`config.mk`:
```
export PLATFORM = sky130hd
export DESIGN_NAME = window_ctrl_3x3
export DESIGN_NICKNAME = d
export VERILOG_FILES = /design/src/rtl/conv2d_pkg.sv /design/src/rtl/conv_pos_counter.sv /design/src/rtl/window_ctrl_3x3.sv
export SDC_FILE = /design/constraint.sdc
export NUM_CORES = 1
export LEC_CHECK = 0
export CORE_MARGIN = 4
export CORE_UTILIZATION = 35
export DETAILED_ROUTE_END_ITERATION = 10
export PLACE_DENSITY_LB_ADDON = 0.2
export SYNTH_ARGS = -nofsm -noshare
export SYNTH_HDL_FRONTEND = slang
export SYNTH_SLANG_ARGS = --single-unit
```
`constraint.sdc`:
```
create_clock -name clk -period 2.5 [get_ports clk]
set_clock_uncertainty 0.2 [all_clocks]
set_input_delay 0.5 -clock clk [delete_from_list [all_inputs] [get_ports clk]]
set_output_delay 0.5 -clock clk [all_outputs]
set_load 0.02 [all_outputs]
```
`src/rtl/conv2d_pkg.sv`:
```
// Shared definitions for the Conv2d window sequencing logic.
package conv2d_pkg;

    typedef enum logic [2:0] {
        S_IDLE  = 3'd0,
        S_CLEAR = 3'd1,
        S_READ  = 3'd2,
        S_LOAD  = 3'd3,
        S_EMIT  = 3'd4,
        S_DONE  = 3'd5
    } state_t;

    localparam int WIN_K     = 3;
    localparam int DEF_IMG_W = 16;
    localparam int DEF_IMG_H = 16;
    localparam int DEF_COL_W = 8;

endpackage

```
`src/rtl/conv_pos_counter.sv`:
```
// Column counter and band-row counter for the 3x3 window raster.
// row holds the bottom row of the current 3-row band, so it starts at WIN_K-1.
module conv_pos_counter
    import conv2d_pkg::*;
#(
    parameter int IMG_W = DEF_IMG_W,
    parameter int IMG_H = DEF_IMG_H,
    parameter int COL_W = DEF_COL_W
) (
    input  logic             clk,
    input  logic             rst_n,
    input  logic             row_init,
    input  logic             col_clr,
    input  logic             col_inc,
    input  logic             row_inc,
    output logic [COL_W-1:0] col,
    output logic [COL_W-1:0] row,
    output logic             col_tc,
    output logic             row_tc
);

    localparam logic [COL_W-1:0] ROW_FIRST = COL_W'(WIN_K - 1);
    localparam logic [COL_W-1:0] COL_END   = COL_W'(IMG_W);
    localparam logic [COL_W-1:0] ROW_LAST  = COL_W'(IMG_H - 1);

    logic [COL_W-1:0] col_q, col_d;
    logic [COL_W-1:0] row_q, row_d;

    // Next-state for both counters; clear/init takes priority over increment.
    always_comb begin
        col_d = col_q;
        row_d = row_q;
        if (col_clr) begin
            col_d = '0;
        end else if (col_inc) begin
            col_d = col_q + 1'b1;
        end
        if (row_init) begin
            row_d = ROW_FIRST;
        end else if (row_inc) begin
            row_d = row_q + 1'b1;
        end
    end

    // Counter registers with synchronous active-low reset.
    always_ff @(posedge clk) begin
        if (!rst_n) begin
            col_q <= '0;
            row_q <= ROW_FIRST;
        end else begin
            col_q <= col_d;
            row_q <= row_d;
        end
    end

    assign col    = col_q;
    assign row    = row_q;
    assign col_tc = (col_q == COL_END);
    assign row_tc = (row_q == ROW_LAST);

endmodule

```
`src/rtl/window_ctrl_3x3.sv`:
```
// Sequencer for the 3x3 convolution window register: walks a valid-mode
// raster, issues line-buffer column reads, drives window write/shift/clear
// and presents each full window to the MAC stage with valid/ready.
// All outputs are decoded from registered state and counters only.
module window_ctrl_3x3
    import conv2d_pkg::*;
#(
    parameter int IMG_W = DEF_IMG_W,
    parameter int IMG_H = DEF_IMG_H,
    parameter int COL_W = DEF_COL_W
) (
    input  logic             clk,
    input  logic             Rst_ctrl,
    input  logic             start,
    input  logic             out_ready,
    output logic             rd_en,
    output logic [COL_W-1:0] rd_col,
    output logic [COL_W-1:0] rd_row,
    output logic             Wr_window,
    output logic             Shift_window,
    output logic             Rst_window,
    output logic             window_valid,
    output logic [COL_W-1:0] out_row,
    output logic [COL_W-1:0] out_col,
    output logic             busy,
    output logic             done
);

    state_t           state_q, state_d;
    logic [1:0]       fill_q, fill_d;
    logic             row_init, col_clr, col_inc, row_inc;
    logic [COL_W-1:0] col, row;
    logic             col_tc, row_tc;

    conv_pos_counter #(
        .IMG_W (IMG_W),
        .IMG_H (IMG_H),
        .COL_W (COL_W)
    ) u_pos (
        .clk      (clk),
        .rst_n    (Rst_ctrl),
        .row_init (row_init),
        .col_clr  (col_clr),
        .col_inc  (col_inc),
        .row_inc  (row_inc),
        .col      (col),
        .row      (row),
        .col_tc   (col_tc),
        .row_tc   (row_tc)
    );

    // Next-state, counter commands and output decode from the current state.
    always_comb begin
        state_d      = state_q;
        fill_d       = fill_q;
        row_init     = 1'b0;
        col_clr      = 1'b0;
        col_inc      = 1'b0;
        row_inc      = 1'b0;
        rd_en        = 1'b0;
        rd_col       = '0;
        rd_row       = '0;
        Wr_window    = 1'b0;
        Shift_window = 1'b0;
        Rst_window   = 1'b1;
        window_valid = 1'b0;
        out_row      = '0;
        out_col      = '0;
        done         = 1'b0;
        unique case (state_q)
            S_IDLE: begin
                row_init = 1'b1;
                if (start) state_d = S_CLEAR;
            end
            S_CLEAR: begin
                Rst_window = 1'b0;
                col_clr    = 1'b1;
                fill_d     = 2'd0;
                state_d    = S_READ;
            end
            S_READ: begin
                rd_en   = 1'b1;
                rd_col  = col;
                rd_row  = row;
                state_d = S_LOAD;
            end
            S_LOAD: begin
                Wr_window    = 1'b1;
                Shift_window = 1'b1;
                col_inc      = 1'b1;
                // fill counts loaded columns and saturates once the window is full
                fill_d       = (fill_q == 2'd3) ? 2'd3 : fill_q + 2'd1;
                state_d      = (fill_d == 2'd3) ? S_EMIT : S_READ;
            end
            S_EMIT: begin
                window_valid = 1'b1;
                out_row      = row - COL_W'(WIN_K - 1);
                out_col      = col - COL_W'(WIN_K);
                if (out_ready) begin
                    if (!col_tc) begin
                        state_d = S_READ;
                    end else if (!row_tc) begin
                        row_inc = 1'b1;
                        state_d = S_CLEAR;
                    end else begin
                        state_d = S_DONE;
                    end
                end
            end
            S_DONE: begin
                done    = 1'b1;
                state_d = S_IDLE;
            end
            default: state_d = S_IDLE;
        endcase
    end

    // State and fill registers with synchronous active-low reset.
    always_ff @(posedge clk) begin
        if (!Rst_ctrl) begin
            state_q <= S_IDLE;
            fill_q  <= 2'd0;
        end else begin
            state_q <= state_d;
            fill_q  <= fill_d;
        end
    end

    assign busy = (state_q != S_IDLE);

endmodule

```
==> results of run 1 <==
[flip-flops by register name, summed over array words and instances (netlist names)]
register and cells:
state_q 3, u_pos.row 8, u_pos.col 8, fill_q 2
[logic make-up after synthesis]
| group | share of synthesized area |
|---|---|
| AOI/OAI and AO/OA | 0.108 |
| xor gates and xnor gates | 0.106 |
| adders and majority gates | 0.0421 |
| buffers and inverters | 0.0791 |
| DFF | 0.283 |
| and+or+nand+nor | 0.382 |
[worst max-delay path, delay by kind of cell, from the launching register on]
kind                   cells  cell delay, ps
AO/OA/AOI/OAI              1             210
buffers and inverters      1             150
flip-flops                 1             310
XOR/XNOR                   1             160
AND/OR/NAND/NOR            2             610
[cells in the mapped netlist (2+ instances only)]
library cell	instances	area (sq um)
a21oi_1	13	65.1
and2_1	18	113
and3_1	4	25.0
and3b_1	2	17.5
buf_6	3	33.8
clkbuf_1	13	48.8
dfxtp_1	21	420
ha_1	5	62.6
inv_1	6	22.5
nand2_1	10	37.5
nand2b_1	3	18.8
nand3_1	7	35.0
nand4_1	6	37.5
nor2_1	28	105
nor2b_1	2	12.5
nor3_1	7	35.0
nor4_1	3	18.8
o21ai_0	6	30.0
o31ai_1	3	22.5
or3_1	3	18.8
or4_1	4	30.0
xnor2_1	9	78.8
xor2_1	9	78.8
[timing repair]
item | 4_1_cts | 5_1_grt
endpoints found under the hold margin | 0 | 0
setup buffers | 1 | 0
endpoints found under the setup margin | 34 | 12
gates resized for setup | 31 | 20
pin swaps | 1 | 0
[where the power goes]
| part | total (mW) | internal, mW | switching (mW) |
|---|---|---|---|
| Sequential | 0.345 | 0.339 | 0.00590 |
| Combinational | 0.0894 | 0.0396 | 0.0498 |
| Clock | 0.223 | 0.114 | 0.109 |
[how the worst min path moves through the flow]
stage / from / end / slack [ps] / cells past startpoint
after global routing: u_pos.row[7]$_SDFFE_PP0P_ / u_pos.row[7]$_SDFFE_PP0P_ / 380 / 2
after CTS: fill_q[1]$_SDFFE_PN0P_ / fill_q[1]$_SDFFE_PN0P_ / 330 / 2
after floorplan: fill_q[1]$_SDFFE_PN0P_ / fill_q[1]$_SDFFE_PN0P_ / 250 / 2
after detailed placement: fill_q[1]$_SDFFE_PN0P_ / fill_q[1]$_SDFFE_PN0P_ / 310 / 2
after global placement: fill_q[1]$_SDFFE_PN0P_ / fill_q[1]$_SDFFE_PN0P_ / 290 / 2
final: fill_q[1]$_SDFFE_PN0P_ / fill_q[1]$_SDFFE_PN0P_ / 320 / 2
[through the flow]
| stage | utilization | setup slack (ps) | hold slack (ps) | area, sq um |
|---|---|---|---|---|
| finish | 0.533 | 107 | 321 | 2160 |
| global route | 0.533 | 9.36 | 375 | 2160 |
| CTS | 0.529 | -41.3 | 326 | 2150 |
| detailed placement | 0.523 | -363 | 307 | 2120 |
| global placement | 0.523 | -347 | 294 | 2120 |
| floorplan | - | 48.7 | 250 | 1490 |
[area by class of cell]
type	instances	area (sq um)	share of cell area
multi-input cells	154	970	0.448
well taps	50	62.6	0.0289
clock buffers	4	45.0	0.0208
inverters	6	22.5	0.0104
flip-flops and latches	21	420	0.194
repair buffers	74	643	0.297
[per-layer routing]
metal	vias up	wire length, um	part of all wire	global-route usage
met5	-	0	0	0
met4	0	46	0.013	0.0492
met2	35	1580	0.43	0.214
li1	798	-	-	-
met3	4	245	0.067	0.0234
met1	657	1780	0.49	0.204
==> summary.txt, run 1 <==
Power and ir drop
  – Leakage dissipation: 1.09 nW
  – Tot Pwr: 657 uW
  – Max VDD drop: 165 uV
  – Power per Cell Area: 304 nW/um^2

Worst setup path
  – Crit-path max FO: 2
  – CP Cell Sequence: or4_4, a211oi_2, xnor2_1, nor2_1, clkbuf_2
  – Worst setup SP type: flop
  – Critical Path Max Stage Delay: 550 ps
  – Crit Path Class: flop to output pin
  – Worst EP arrival: 1690 ps
  – Setup crit end kind: output pin
  – Reg-to-reg startpoint: u_pos.col[5]$_SDFFE_PP0N_
  – Critical-path top delay cell: or4_4
  – WP data required: 1800 ps
  – Crit path from: u_pos.col[5]$_SDFFE_PP0N_
  – Worst reg2reg path depth: 5
  – Setup crit end: out_col[7]
  – Reg2Reg Setup Slack: 190 ps
  – Critical R2R Capture: u_pos.row[7]$_SDFFE_PP0P_

Synthesis
  – Fraction of registers with async set/reset: 0
  – Syn nets: 208
  – Top FF cell, synth: dfxtp_1
  – Netlist cell types: 37
  – Post-Syn Area: 1490 sq um
  – Register area share after synthesis: 0.283
  – EDFF count, synth: 0
  – Syn. warnings: 0
  – Post-Syn Area per Cell: 7.48 sq um
  – Seq cells post-synth: 21
  – Cells after Synth: 199

Global routing
  – Total track usage: 0.143
  – Grt total ovfl: 0
  – Initial antenna violation count: 0
  – Vias in the first global route: 1393
  – First-pass GRT wire length: 6090 um
  – Largest net degree at the start of global routing: 18

STA
  – Final Max Tran Viols: 0
  – Setup_tns: 0 ps
  – Relative slew slack: 0.768
  – Final min period: 2390 ps
  – Final period util: 0.957
  – Count of final setup violators: 0
  – Max Freq: 418 MHz
  – Worst-Margin Slew: 345 ps
  – Unrepaired setup endpoints after global routing: false
  – Final Hold Vio Count: 0

Route
  – DR iter-0 viols: 50
  – Final wirelength: 3650 um
  – Via density: 4.83
  – DRC: 0
  – Total number of vias: 1494
  – DRT antenna net count: 0
  – Routed len/inst: 11.8 um
  – Drt first pass iters: 4

Final layout
  – Layout area overhead: 45.4%
  – Diode count: 0
  – Most frequent cells in the layout: buf_4, nor2_1, dlygate4sd2_1, dfxtp_1, and2_1
  – Final cell count without fillers: 309
  – Net count, final: 269
  – Fillers: 407
  – Commonest non-fill, non-tap cell in the layout: buf_4
  – Layout cells sized above 1: 0.197

Clocking
  – CTS root buf: clkbuf_8
  – H-tree depth: 1
  – Hold buffers post-CTS: 0
  – CTS tree: done
  – Clock sinks: 21
  – Clk Latency, worst-skew pair: 260 ps
  – Clock Tree Buf Depth: 2
  – Reg clk slew, reported paths: 80 ps
  – Num CTS Buffers: 3

Floorplan
  – Die Y: 73.2 um
  – Core Area: 4060 sq um
  – Die Span X: 73.2 um
  – Top Ports: 43
  – Die ar.: 5360 sq um
  – Floorplan row count: 23
  – Starting Density: 0.367

Placement
  – GP Congestion: 0.806
  – Hpwl dp: 2790 um
  – IO Port Bufs: 42
  – Inst Count DP: 304

Outcome
  – Outcome: completed

Flow run
  – Max Cap Viol: 0

Worst hold path
  – Worst Hold Class: flop to flop
Note: power is estimated with default switching activity, not from simulation.
==> inputs of run 2 (changes only) <==
==> constraint.sdc (replaced) <==
create_clock -name clk -period 2.71 [get_ports clk]
set_clock_uncertainty 0.2 [all_clocks]
set_input_delay 0.542 -clock clk [delete_from_list [all_inputs] [get_ports clk]]
set_output_delay 0.542 -clock clk [all_outputs]
set_load 0.02 [all_outputs]
==> run 2 against run 1 <==
Compared with the run above:
- sequential share of layout area increased by 0.21 points
- cell area decreased by 0.75%
- final cell count decreased by 3.2%
- clock power down 6%
==> summary.txt, run 2 (synthesis gave the netlist of run 1 again) <==
Outcome
  – Outcome: completed

STA
  – Relative slew slack: 0.779
  – Max Freq: 380 MHz
  – Final Max Tran Viols: 0
  – Count of final setup violators: 0
  – Final period util: 0.970
  – Final Hold Vio Count: 0
  – Setup_tns: 0 ps
  – Worst-Margin Slew: 329 ps
  – Unrepaired setup endpoints after global routing: false
  – Final worst-path setup slack: 81.2 ps
  – Final min period: 2630 ps
  – Hold WS: 314 ps

Global routing
  – Grt total ovfl: 0
  – M3 GR Usage: 0.0152
  – Met1 GRT Util: 0.207
  – Total track usage: 0.136
  – Initial antenna violation count: 0
  – Global routing's busiest layer: met1
  – Largest net degree at the start of global routing: 18
  – First-pass GRT wire length: 5940 um
  – Met2 Use GR: 0.201
  – Vias in the first global route: 1305

Placement
  – IO Port Bufs: 42
  – Inst Count DP: 294
  – Pre-CTS WS: -179 ps
  – Hpwl dp: 2760 um
  – GP Congestion: 0.777
  – DP Area: 2030 sq um

Final layout
  – Layout area overhead: 44.3%
  – Most frequent cells in the layout: nor2_1, buf_4, dfxtp_1, dlymetal6s2s_1, clkdlybuf4s50_1
  – Net count, final: 259
  – Commonest non-fill, non-tap cell in the layout: nor2_1
  – Final cell count without fillers: 299
  – Non-Filler Cell Area, Final: 2150 sq um
  – Layout cells sized above 1: 0.161
  – Diode count: 0

Floorplan
  – Top Ports: 43
  – Die Span X: 73.2 um
  – Floorplan row count: 23
  – Starting Density: 0.367
  – Core Area: 4060 sq um
  – Die Y: 73.2 um
  – Die ar.: 5360 sq um

Clocking
  – Clk Latency, worst-skew pair: 260 ps
  – Hold buffers post-CTS: 0
  – Reg clk slew, reported paths: 80 ps
  – CTS tree: done
  – H-tree depth: 1
  – Clock sinks: 21
  – Clock Tree Buf Depth: 2
  – CTS root buf: clkbuf_8
  – Num CTS Buffers: 3

Route
  – DR iter-0 viols: 37
  – Drt first pass iters: 4
  – Via density: 4.93
  – Routed len/inst: 12.8 um
  – DRT antenna net count: 0
  – Total number of vias: 1473
  – DRC: 0
  – Final wirelength: 3820 um

Power and ir drop
  – Internal power: 452 uW
  – Reg power frac: 0.523
  – Max VDD drop: 175 uV
  – Leakage dissipation: 1.19 nW
  – Sw Share: 0.260
  – NetSw: 159 uW
  – Power per Cell Area: 285 nW/um^2
  – Logic pwr share: 0.136
  – Clk pwr share: 0.341

Worst setup path
  – Setup crit end kind: output pin
  – Crit-path max FO: 11
  – Worst EP arrival: 1890 ps
  – Worst setup SP type: flop
  – WP data required: 1970 ps
  – Crit Path Class: flop to output pin

Flow run
  – Max Cap Viol: 0

Worst hold path
  – Worst Hold Class: flop to flop
-- run 2: area by class of cell --
type / instances / area [sq um]
clock buffer: 3 / 41.3
clock inverter: 1 / 5.00
fill: 426 / 1910
inverter: 6 / 22.5
multi-input combinational: 154 / 970
sequential: 21 / 422
tap: 50 / 62.6
timing repair buffer: 64 / 624
-- run 2: path summary, 6_finish.rpt --
kind,depth (start not counted),from,slack (ps),endpoint
hold / removal,2,fill_q[1]$_SDFFE_PN0P_,310,fill_q[1]$_SDFFE_PN0P_
setup / recovery,4,state_q[2]$_SDFFE_PN0P_,80,rd_col[5]
hold reg to reg,2,fill_q[1]$_SDFFE_PN0P_,310,fill_q[1]$_SDFFE_PN0P_
setup reg to reg,4,state_q[2]$_SDFFE_PN0P_,220,u_pos.row[7]$_SDFFE_PP0P_
-- run 2: worst max-delay path, stage by stage (launching register included) --
cell             delay (ps)
dfxtp_1                 410
nor3b_2                 270
buf_4                   210
and2_2                  140
clkdlybuf4s50_1         590
-- run 2: stage by stage --
step,utilization,power (mW)
2_1_floorplan,-,0.373
3_3_place_gp,0.501,0.407
3_5_place_dp,0.501,0.406
4_1_cts,0.513,0.616
5_1_grt,0.529,0.639
6_report,0.529,0.611
-- run 2: timing repair --
item	4_1_cts	5_1_grt
cloned	0	1
setup endpoints to repair	4	30
setup buffers	0	0
pin swaps	0	1
resized for setup	4	32
hold endpoints to repair	0	0
-- run 2: power by group through the flow --
stage	Sequential, mW	Combinational, mW	Clock, mW
floorplan	0.322	0.0502	0
global placement	0.326	0.0808	0
detailed placement	0.326	0.0800	0
CTS	0.319	0.0805	0.217
global route	0.321	0.0916	0.227
finish	0.320	0.0831	0.209
-- run 2: layer usage --
layer | vias up | part of all wire
met5 | - | 0
met4 | 0 | 0.0060
met3 | 2 | 0.048
met2 | 33 | 0.43
met1 | 664 | 0.52
li1 | 774 | -
